**src/rtl/dmem_arb_pkg.sv**
```systemverilog
// Shared types and constants for the two-port data-memory arbiter.
//   dmem_arb_state_t : transaction FSM state (IDLE -> ACCESS -> RESP)
//   port_idx_t       : index of a requesting port (0 = CPU LSU, 1 = boot loader)
//   N_PORTS          : number of requesters sharing the memory
package dmem_arb_pkg;

  typedef enum logic [1:0] {IDLE, ACCESS, RESP} dmem_arb_state_t;

  typedef logic port_idx_t;

  localparam int unsigned N_PORTS = 2;

endpackage

```
**src/rtl/rr_arbiter2.sv**
```systemverilog
// Two-way round-robin grant selection (purely combinational).
//   eligible   in  [1:0]  ports currently allowed to win
//   last_grant in  1      port that completed the most recent transaction
//   valid      out 1      at least one port eligible
//   gnt        out 1      winning port, meaningful only when valid
module rr_arbiter2
  import dmem_arb_pkg::*;
(
  input  logic [N_PORTS-1:0] eligible,
  input  port_idx_t          last_grant,
  output logic               valid,
  output port_idx_t          gnt
);

  always_comb begin
    valid = |eligible;
    gnt   = 1'b0;
    unique case (eligible)
      2'b01:   gnt = 1'b0;
      2'b10:   gnt = 1'b1;
      // Contention: the port that did not go last wins, giving strict alternation.
      2'b11:   gnt = ~last_grant;
      default: gnt = 1'b0;
    endcase
  end

endmodule

```
**src/rtl/dmem_arbiter.sv**
```systemverilog
// Shares a single-port data memory between the CPU load/store unit (port 0) and the
// boot/program loader (port 1). One transaction in flight, round-robin arbitration,
// req/ack handshake per port, three cycles from sampled request to ack.
//   CLK, reset          clock / asynchronous active-high reset
//   req, we             per-port request and write-enable, held until ack
//   addr0/1, wdata0/1   per-port address and write data
//   ack                 one-cycle completion pulse per port (at most one bit set)
//   rdata               data of the last completed read
//   mem_addr/wdata/we/re  drive the memory pins; mem_rdata returns with 1-cycle latency
module dmem_arbiter
  import dmem_arb_pkg::*;
#(
  parameter int unsigned ADDR_W = 32,
  parameter int unsigned DATA_W = 32
) (
  input  logic               CLK,
  input  logic               reset,
  input  logic [N_PORTS-1:0] req,
  input  logic [N_PORTS-1:0] we,
  input  logic [ADDR_W-1:0]  addr0,
  input  logic [ADDR_W-1:0]  addr1,
  input  logic [DATA_W-1:0]  wdata0,
  input  logic [DATA_W-1:0]  wdata1,
  output logic [N_PORTS-1:0] ack,
  output logic [DATA_W-1:0]  rdata,
  output logic [ADDR_W-1:0]  mem_addr,
  output logic [DATA_W-1:0]  mem_wdata,
  output logic               mem_we,
  output logic               mem_re,
  input  logic [DATA_W-1:0]  mem_rdata
);

  dmem_arb_state_t state_q;
  port_idx_t       gnt_q;
  port_idx_t       last_grant_q;
  logic            we_q;

  logic [N_PORTS-1:0] eligible;
  logic               arb_valid;
  port_idx_t          arb_gnt;

  // A port being acked this cycle may still hold req; masking it stops a second service.
  assign eligible = req & ~ack;

  rr_arbiter2 u_rr_arbiter2 (
    .eligible   (eligible),
    .last_grant (last_grant_q),
    .valid      (arb_valid),
    .gnt        (arb_gnt)
  );

  // mem_* are registered so the pins are glitch-free: they are loaded on the
  // IDLE->ACCESS edge and cleared on the ACCESS->RESP edge.
  always_ff @(posedge CLK or posedge reset) begin
    if (reset) begin
      state_q      <= IDLE;
      gnt_q        <= 1'b0;
      last_grant_q <= 1'b1;
      we_q         <= 1'b0;
      ack          <= '0;
      rdata        <= '0;
      mem_addr     <= '0;
      mem_wdata    <= '0;
      mem_we       <= 1'b0;
      mem_re       <= 1'b0;
    end else begin
      ack <= '0;
      case (state_q)
        IDLE: begin
          if (arb_valid) begin
            gnt_q     <= arb_gnt;
            we_q      <= we[arb_gnt];
            mem_addr  <= arb_gnt ? addr1 : addr0;
            mem_wdata <= arb_gnt ? wdata1 : wdata0;
            mem_we    <= we[arb_gnt];
            mem_re    <= ~we[arb_gnt];
            state_q   <= ACCESS;
          end
        end
        ACCESS: begin
          mem_we  <= 1'b0;
          mem_re  <= 1'b0;
          state_q <= RESP;
        end
        RESP: begin
          // Memory read data is valid in this cycle.
          if (!we_q) rdata <= mem_rdata;
          ack[gnt_q]   <= 1'b1;
          last_grant_q <= gnt_q;
          state_q      <= IDLE;
        end
        default: state_q <= IDLE;
      endcase
    end
  end

endmodule

```
**config.mk**
```make
export PLATFORM = sky130hd
export DESIGN_NAME = dmem_arbiter
export DESIGN_NICKNAME = d
export VERILOG_FILES = /design/src/rtl/dmem_arb_pkg.sv /design/src/rtl/rr_arbiter2.sv /design/src/rtl/dmem_arbiter.sv
export SDC_FILE = /design/constraint.sdc
export NUM_CORES = 1
export LEC_CHECK = 0
export CORE_MARGIN = 1
export CORE_UTILIZATION = 35
export DETAILED_ROUTE_END_ITERATION = 8
export PLACE_DENSITY = 0.76
export SLEW_MARGIN = 30
export SYNTH_ARGS = -nofsm -noshare
export SYNTH_HDL_FRONTEND = slang
export SYNTH_SLANG_ARGS = --single-unit
```
**constraint.sdc**
```tcl
create_clock -name CLK -period 3.6 [get_ports CLK]
set_clock_uncertainty 0.2 [all_clocks]
set_input_delay 0.72 -clock CLK [delete_from_list [all_inputs] [get_ports CLK]]
set_output_delay 0.72 -clock CLK [all_outputs]
set_load 0.01 [all_outputs]
```
# After elaboration in Yosys (flattened, before gate mapping)
# Cells that the tools add are included.
# word_totals
reg_bits,105
input_bits,166
out_inout_bits,100
word_cells,44
# classes
order_cmp,3
eq_ne,5
mux,14
n_bitwise,5
n_reduce_logical,7
# op_table
operator,n
two-way mux 32 bit,2
== test 2 bit (second input constant),3
one-hot mux 1 bit (2 select lines),3
AND reduction 2 bit,3
two-way mux 1 bit,5
< comparator 1 x 2 -> 1 bit (second input constant),2
two-way mux 2 bit,2
one-hot mux 2 bit (2 select lines),1
NOT 1 bit,3
AND 2 bit,1
== test 2 x 1 -> 1 bit (second input constant),1
zero test 2 bit,1
!= test 2 bit (second input constant),1
NOT 2 bit,1
nonzero test 2 bit,1
OR reduction 2 bit,1
demux 1 bit (select 1 bit),1
>= comparator 1 bit (second input constant),1
logical AND 1 bit,1

# Logic depth before layout (Yosys ltp)
# Gate-level depths: netlist of run 1.
# logic_depth
ltp_word,9
mapped_depth,6
depth_no_buf,4

# Modules after synthesis
# From an unflattened synthesis of run 1, not the netlist that was laid out.
# hier_totals
hier_cells,378
area_unflattened_um2,4722.0
# modules_own_cells
module,n_inst,cells_each,area_each_um2,seq_area_each_um2
dmem_arbiter,1,376,4708.3,2628.8
rr_arbiter2,1,2,13.8,0.0

# Least setup slack after synthesis of run 1
# OpenSTA, ideal clock, no wires.
# synth_timing
kind,input-to-reg
startpoint,input port req[1]
endpoint,register mem_addr[0]
setup_ps,81
arrival_ps,1534
required_time_ps,3319
path_slack_ps,1784
stages,6
path_buffers,3
cell_sequence,nor2b_2 o21a_1 buf_6 buf_6 buf_6 a31oi_2
# synth_between
elab_chain_cells,4
word_cells_on_any_way,7
cone_classes,eq/ne: 2; mux: 2; bitwise: 1; reduce/logical: 2
# synth_lines
element,line_no,rtl
"start, declared",dmem_arbiter.sv:18,"input logic [N_PORTS-1:0] req,"
AND 2 bit (*),dmem_arbiter.sv:43,assign eligible = req & ~ack;
== test 2 bit,rr_arbiter2.sv:18,unique case (eligible)
one-hot mux 1 bit (2 select lines),rr_arbiter2.sv:18,
two-way mux 32 bit,dmem_arbiter.sv:73,mem_addr <= arb_gnt ? addr1 : addr0;
"end signal, assigned",dmem_arbiter.sv:73,
"end, declared",dmem_arbiter.sv:26,"output logic [ADDR_W-1:0] mem_addr,"
# Every way passes the cells marked *; elsewhere a longest branch is shown, timed or not.
# A chain may end at the register's enable or synchronous reset.

# Worst setup path in the final report of run 1
# layout_timing
startpoint,input port req[1]
endpoint,register mem_wdata[16]
# layout_between
elab_chain_cells,4
word_cells_on_any_way,7
cone_classes,eq/ne: 2; mux: 2; bitwise: 1; reduce/logical: 2
# layout_lines
element,line_no,rtl
AND 2 bit (*),dmem_arbiter.sv:43,
== test 2 bit,rr_arbiter2.sv:18,
one-hot mux 1 bit (2 select lines),rr_arbiter2.sv:18,
two-way mux 32 bit,dmem_arbiter.sv:74,mem_wdata <= arb_gnt ? wdata1 : wdata0;
"end signal, assigned",dmem_arbiter.sv:74,
"end, declared",dmem_arbiter.sv:27,"output logic [DATA_W-1:0] mem_wdata,"
# Marks and branches as above.

==> results of run 1 <==
-- state kept, by name, indices dropped and copies added (netlist names) --
name          count
state_q           2
rdata            32
ack               2
mem_we            1
gnt_q             1
mem_wdata        32
last_grant_q      1
we_q              1
mem_addr         32
mem_re            1
-- layout by cell type (no fill, tap or decap), types with 2 or more instances in the layout --
master / instances
buf_12: 4
mux2i_1: 2
a31oi_2: 40
a21o_1: 2
clkinv_2: 2
mux2_2: 30
nor2_1: 69
a31oi_1: 24
nand2_1: 131
clkbuf_16: 9
inv_1: 2
clkinvlp_4: 2
clkbuf_8: 2
dfrtp_1: 104
clkdlybuf4s50_1: 265
mux2_1: 2
-- logic make-up (layout without fill, tap and decap cells) --
group	count (synthesis)	count (layout)	share of synthesized area, %
AOI/OAI and AO/OA	69	69	14.4
and+or+nand+nor	208	208	17.1
buffers and inverters	35	287	5.09
DFF	105	105	55.4
muxes	34	34	8.02
-- area by class of cell --
cell class / instances / share of cell area [%]
tap: 176 / 2.84
timing repair buffer: 270 / 35.3
clock buffer: 11 / 3.26
clock inverter: 3 / 0.226
sequential: 105 / 33.9
multi-input combinational: 311 / 24.3
inverter: 3 / 0.194
-- power by group through the flow --
stage / clock network, W / logic (W) / registers (W)
floorplan: 0 / 0.00150 / 0.00237
global placement: 0 / 0.00322 / 0.00210
detailed placement: 0 / 0.00329 / 0.00214
CTS: 0.000935 / 0.00329 / 0.00212
global route: 0.000972 / 0.00351 / 0.00219
finish: 0.000902 / 0.00325 / 0.00211
-- stage by stage --
stage	cell area, sq um	hold WS [ps]	utilization [%]	instances	worst slack, ps
after global routing	7760	249	58.6	879	1040
after CTS	7760	232	58.6	879	1130
after global placement	7490	214	56.5	865	853
after detailed placement	7490	224	56.5	865	772
final	7760	230	58.6	879	1160
after floorplan	4750	203	-	451	1420
-- worst register-to-register path: cells and delay by family, from the launching register on --
family           cells  cell delay [ps]
flip-flops           1              380
multiplexers         1              440
AND/OR/NAND/NOR      2              920
-- Yosys cell counts, types with 2 or more instances --
cell / instances / area [sq um]
mux2_2: 30 / 338
buf_2: 13 / 65.1
a21o_1: 2 / 15.0
buf_4: 13 / 97.6
a31oi_1: 24 / 150
nand2_1: 132 / 495
mux2_1: 2 / 22.5
inv_1: 3 / 11.3
nor2_1: 69 / 259
a31oi_2: 40 / 500
mux2i_1: 2 / 20.0
dfrtp_1: 104 / 2600
buf_6: 6 / 67.6
-- per-layer routing --
metal | vias to the layer above | global-route usage, % | part of all wire [%] | wire [um]
met5 | - | 0 | 0 | 0
met4 | 0 | 6.96 | 1.7 | 219
met3 | 14 | 5.45 | 7.9 | 1050
met2 | 198 | 33.3 | 50 | 6640
met1 | 1942 | 22.2 | 40 | 5250
li1 | 1999 | - | - | -
-- worst max-delay path by stage --
stage               slack [ps]       endpoint    from
floorplan                 1420         ack[0]   reset
global placement           850  mem_wdata[27]  req[1]
detailed placement         770    mem_addr[9]  req[1]
CTS                       1130    mem_addr[9]  req[1]
global route              1040  mem_wdata[16]  req[1]
finish                    1160  mem_wdata[16]  req[1]
==> out/metrics.yaml, run 1 <==
outcome:
  outcome: "completed"
sta:
  finalHoldViolations: 0
  layout_min_cycle_time_ps: 2440
  tns_ps: 0
  max_slew_margin_pct: 40.0
  slew_viol_final: 0
  max_freq_mhz: 410
  setup_viol: 0
  worstMarginPinSlew_ps: 898
  rsz0062_at_grt: "false"
  fin_crit_sh_pct: 67.8
final_layout:
  drive_gt1_share_pct: 13.8
  fillCellCount: 1145
  area_growth_pct: 63.6
  n_antenna_cell: 0
  seq_area_sq_um: 2630
  fin_nets: 866
  multi_input_area_sq_um: 1880
setup_path:
  cp_max_fo: 39
  worstPathArrival_ps: 2500
  r2r_slack_ps: 1550
  rr_startpoint: "state_q[0]"
  critical-path-top-delay-family: "simple AND/OR/NAND/NOR gates"
  cpMaxStageDelayCell: "and2_2"
  critPathKind: "in -> reg"
  crit_chain: "clkdlybuf4s50_1 > nor2b_2 > and2_2 > buf_12 > nand2_1 > a31oi_2"
  r2r-end: "rdata[13]"
  r2r_cells: 3
  crit_path_end_kind: "flip-flop"
  cp.required_ps: 3660
  worstSetupStartpointType: "primary input"
  max_stage_delay_ps: 530
  cp_num_cells: 6
  critPathBufInv: 2
pwr:
  pwr-share-seq_pct: 33.7
  p_sw_w: 0.00220
  cellPowerDensity_nw_per_um2: 807
  p_comb_share_pct: 51.9
  p_sw_share_pct: 35.1
  power.leakage_nw: 3.13
  vdd_drop_max_uv: 349
  internal_power_w: 0.00406
  p_total_w: 0.00626
  pwr-share-clk_pct: 14.4
detailed_routing:
  routedWlPerCell_um: 15.0
  vias: 4153
  avgViaCountPerCell: 4.72
  ant_nets: 0
  drc: 0
  drt_wl_total_um: 13200
  dr.pass1.iters: 4
  drt-initial-drc-count: 138
die:
  coreArea_sq_um: 13200
  rows: 42
  die_y_um: 118
  ios: 266
  dieArea_sq_um: 14000
  die_w_um: 118
  initial_core_util_pct: 35.8
clocking:
  post_cts_buffers: 0
  clkTransAtPathRegs_ps: 60
  htree_num_levels: 3
  clk_path_buf_depth: 2
  cts_tree: "done"
  cts_made_buffers: 9
  cts_resized: 0
  postCtsHoldBufs: 0
  cts_root_buffer: "clkbuf_16"
  clk_latency_ps: 340
  cts_sinks: 105
placed_design:
  gp_congestion: 0.798
  hpwl_um: 9780
  port_buffers: 265
hold_path:
  worst_hold_path.num_cells: 1
  hp-class: "reg -> reg"
  hp-start: "gnt_q"
  hold_end: "ack[0]"
synthesis:
  ys_seq_area_share_pct: 55.4
  yosys.cell_types.count: 24
  yosys_warnings: 0
  yosys_register_bits: 105
  syn_area_per_cell_sq_um: 10.5
  synth_ff_type: "dfrtp_1"
  syn_area_sq_um: 4740
  syn_inst: 451
  ys_async_sr_fraction_pct: 100
  synthesis.nets: 617
  synth-edff-count: 0
run:
  max_cap_violations: 0
global_routing:
  antenna_found_initial: 0
  grt_start_max_net_pins: 83
  grt_pass1_vias: 4228
  overflow: 0
  grt_pass1_wl_um: 21100
  grt_use_total_pct: 19.1
Note: power is estimated with default switching activity, not from simulation.
==> run 2: changes to the inputs <==
==> constraint.sdc (replaced) <==
create_clock -name CLK -period 2 [get_ports CLK]
set_clock_uncertainty 0.2 [all_clocks]
set_input_delay 0.4 -clock CLK [delete_from_list [all_inputs] [get_ports CLK]]
set_output_delay 0.4 -clock CLK [all_outputs]
set_load 0.01 [all_outputs]
==> run 2 against run 1 <==
  * Final cell count increased by 1.1%
  * Clock power up 96%
  * Setup slack lost 1000 ps
  * Die area did not move
  * Sequential power is 80% higher
  * Via count is 1.0% higher
  * Global-route usage increased by 0.25 points
  * Critical path depth decreased by 5
  * Register-to-register slack lost 1200 ps
  * Routed wire length rose by 1.9%
  * Core utilization is 1.1 points higher
==> out/metrics.yaml, run 2 (synthesis results as in run 1) <==
final_layout:
  fillCellCount: 1118
  seq_area_sq_um: 2630
  n_antenna_cell: 0
  finish.utilization_pct: 59.7
  fin_nets: 875
  largestRegisters: "mem_addr x32, mem_wdata x32, rdata x32"
  finalNonFillerCells: 889
  multi_input_area_sq_um: 1880
  layout_common_cells: "clkdlybuf4s50_1, nand2_1, dfrtp_1"
  area_growth_pct: 66.6
  drive_gt1_share_pct: 14.9
  layout_commonest_cell: "clkdlybuf4s50_1"
sta:
  setup_viol: 0
  slew_viol_final: 0
  max_slew_margin_pct: 78.4
  rsz0062_at_grt: "false"
  max_freq_mhz: 533
  finalHoldViolations: 0
  fin_crit_sh_pct: 93.8
  worstMarginPinSlew_ps: 324
  layout_min_cycle_time_ps: 1880
setup_path:
  max_stage_delay_ps: 580
  crit_chain: "clkdlybuf4s50_1"
  r2r_slack_ps: 330
  critical-path-top-delay-family: "buffers and inverters"
  worstPathArrival_ps: 1280
  worstSetupStartpointType: "flip-flop"
  cp_max_fo: 2
  cp.required_ps: 1400
  cp_num_cells: 1
  crit_path_end_kind: "primary output"
  critPathKind: "reg -> out"
  cpMaxStageDelayCell: "clkdlybuf4s50_1"
  critPathBufInv: 1
  r2r_cells: 5
detailed_routing:
  drt-initial-drc-count: 130
  vias: 4195
  ant_nets: 0
  drt_wl_total_um: 13400
  avgViaCountPerCell: 4.72
  drc: 0
  dr.pass1.iters: 4
  routedWlPerCell_um: 15.1
clocking:
  clk_latency_ps: 340
  cts_tree: "done"
  clkTransAtPathRegs_ps: 60
  cts_made_buffers: 9
  cts_sinks: 105
  clk_path_buf_depth: 2
  cts_root_buffer: "clkbuf_16"
  postCtsHoldBufs: 0
  post_cts_buffers: 0
  cts_resized: 0
  htree_num_levels: 3
global_routing:
  grt_pass1_vias: 4285
  overflow: 0
  grt_pass1_wl_um: 21400
  grt_use_total_pct: 19.3
  antenna_found_initial: 0
  grt_start_max_net_pins: 55
die:
  die_y_um: 118
  initial_core_util_pct: 35.8
  dieArea_sq_um: 14000
  die_w_um: 118
  rows: 42
  coreArea_sq_um: 13200
  ios: 266
placed_design:
  hpwl_um: 10200
  dp.cells: 874
  port_buffers: 265
  gp_congestion: 0.786
hold_path:
  hp-class: "reg -> reg"
  worst_hold_path.num_cells: 1
run:
  max_cap_violations: 0
pwr:
  cellPowerDensity_nw_per_um2: 1470
  vdd_drop_max_uv: 536
  power.leakage_nw: 3.20
outcome:
  outcome: "completed"
[run 2: worst register-to-register path: cells and delay by family (launching register included)]
family / cells / cell delay (ps)
buffers and inverters: 1 / 270
AO/OA/AOI/OAI: 1 / 170
flip-flops: 1 / 540
AND/OR/NAND/NOR: 3 / 400
[run 2: where the power goes]
group | leakage [nW] | total, W | switching, W | internal (W)
sequential | 1.21 | 0.00380 | 0.000578 | 0.00322
clock | 0.148 | 0.00177 | 0.000742 | 0.00103
combinational | 1.84 | 0.00608 | 0.00272 | 0.00336
total | 3.20 | 0.0116 | 0.00404 | 0.00761
[run 2: path summary, 6_finish.rpt]
| check | startpoint | end |
|---|---|---|
| setup / recovery | mem_addr[17] | mem_addr[17] |
| max in group asynchronous | reset | last_grant_q |
| hold reg to reg | gnt_q | ack[0] |
| hold / removal | gnt_q | ack[0] |
| setup reg to reg | last_grant_q | mem_addr[21] |
| min in group asynchronous | reset | rdata[11] |
[run 2: final cells by class]
class	instances	area share [%]
multi-input cells	311	23.8
clock buffers	12	3.25
clock inverters	3	0.507
repair buffers	279	36.2
inverters	3	0.190
well taps	176	2.79
flip-flops and latches	105	33.3
[run 2: stage by stage]
| stage | hold slack [ps] | power, W | instance area, sq um | TNS [ps] | worst slack [ps] |
|---|---|---|---|---|---|
| 4_1_cts | 243 | 0.0118 | 7900 | 0 | 90.3 |
| 6_report | 237 | 0.0116 | 7900 | 0 | 125 |
| 3_3_place_gp | 213 | 0.00977 | 7610 | -658 | -47.0 |
| 2_1_floorplan | 203 | 0.00697 | 4750 | 0 | 141 |
| 5_1_grt | 252 | 0.0124 | 7900 | 0 | 62.5 |
| 3_5_place_dp | 234 | 0.00999 | 7610 | -4110 | -115 |
[run 2: metal layers]
layer | global-route usage (%) | share of wire (%) | vias to the layer above | routed length, um
li1 | - | - | 2023 | -
met1 | 22.2 | 41 | 1976 | 5450
met2 | 34.7 | 50 | 184 | 6750
met3 | 5.16 | 7.7 | 12 | 1040
met4 | 6.41 | 1.3 | 0 | 171
met5 | 0 | 0 | - | 0
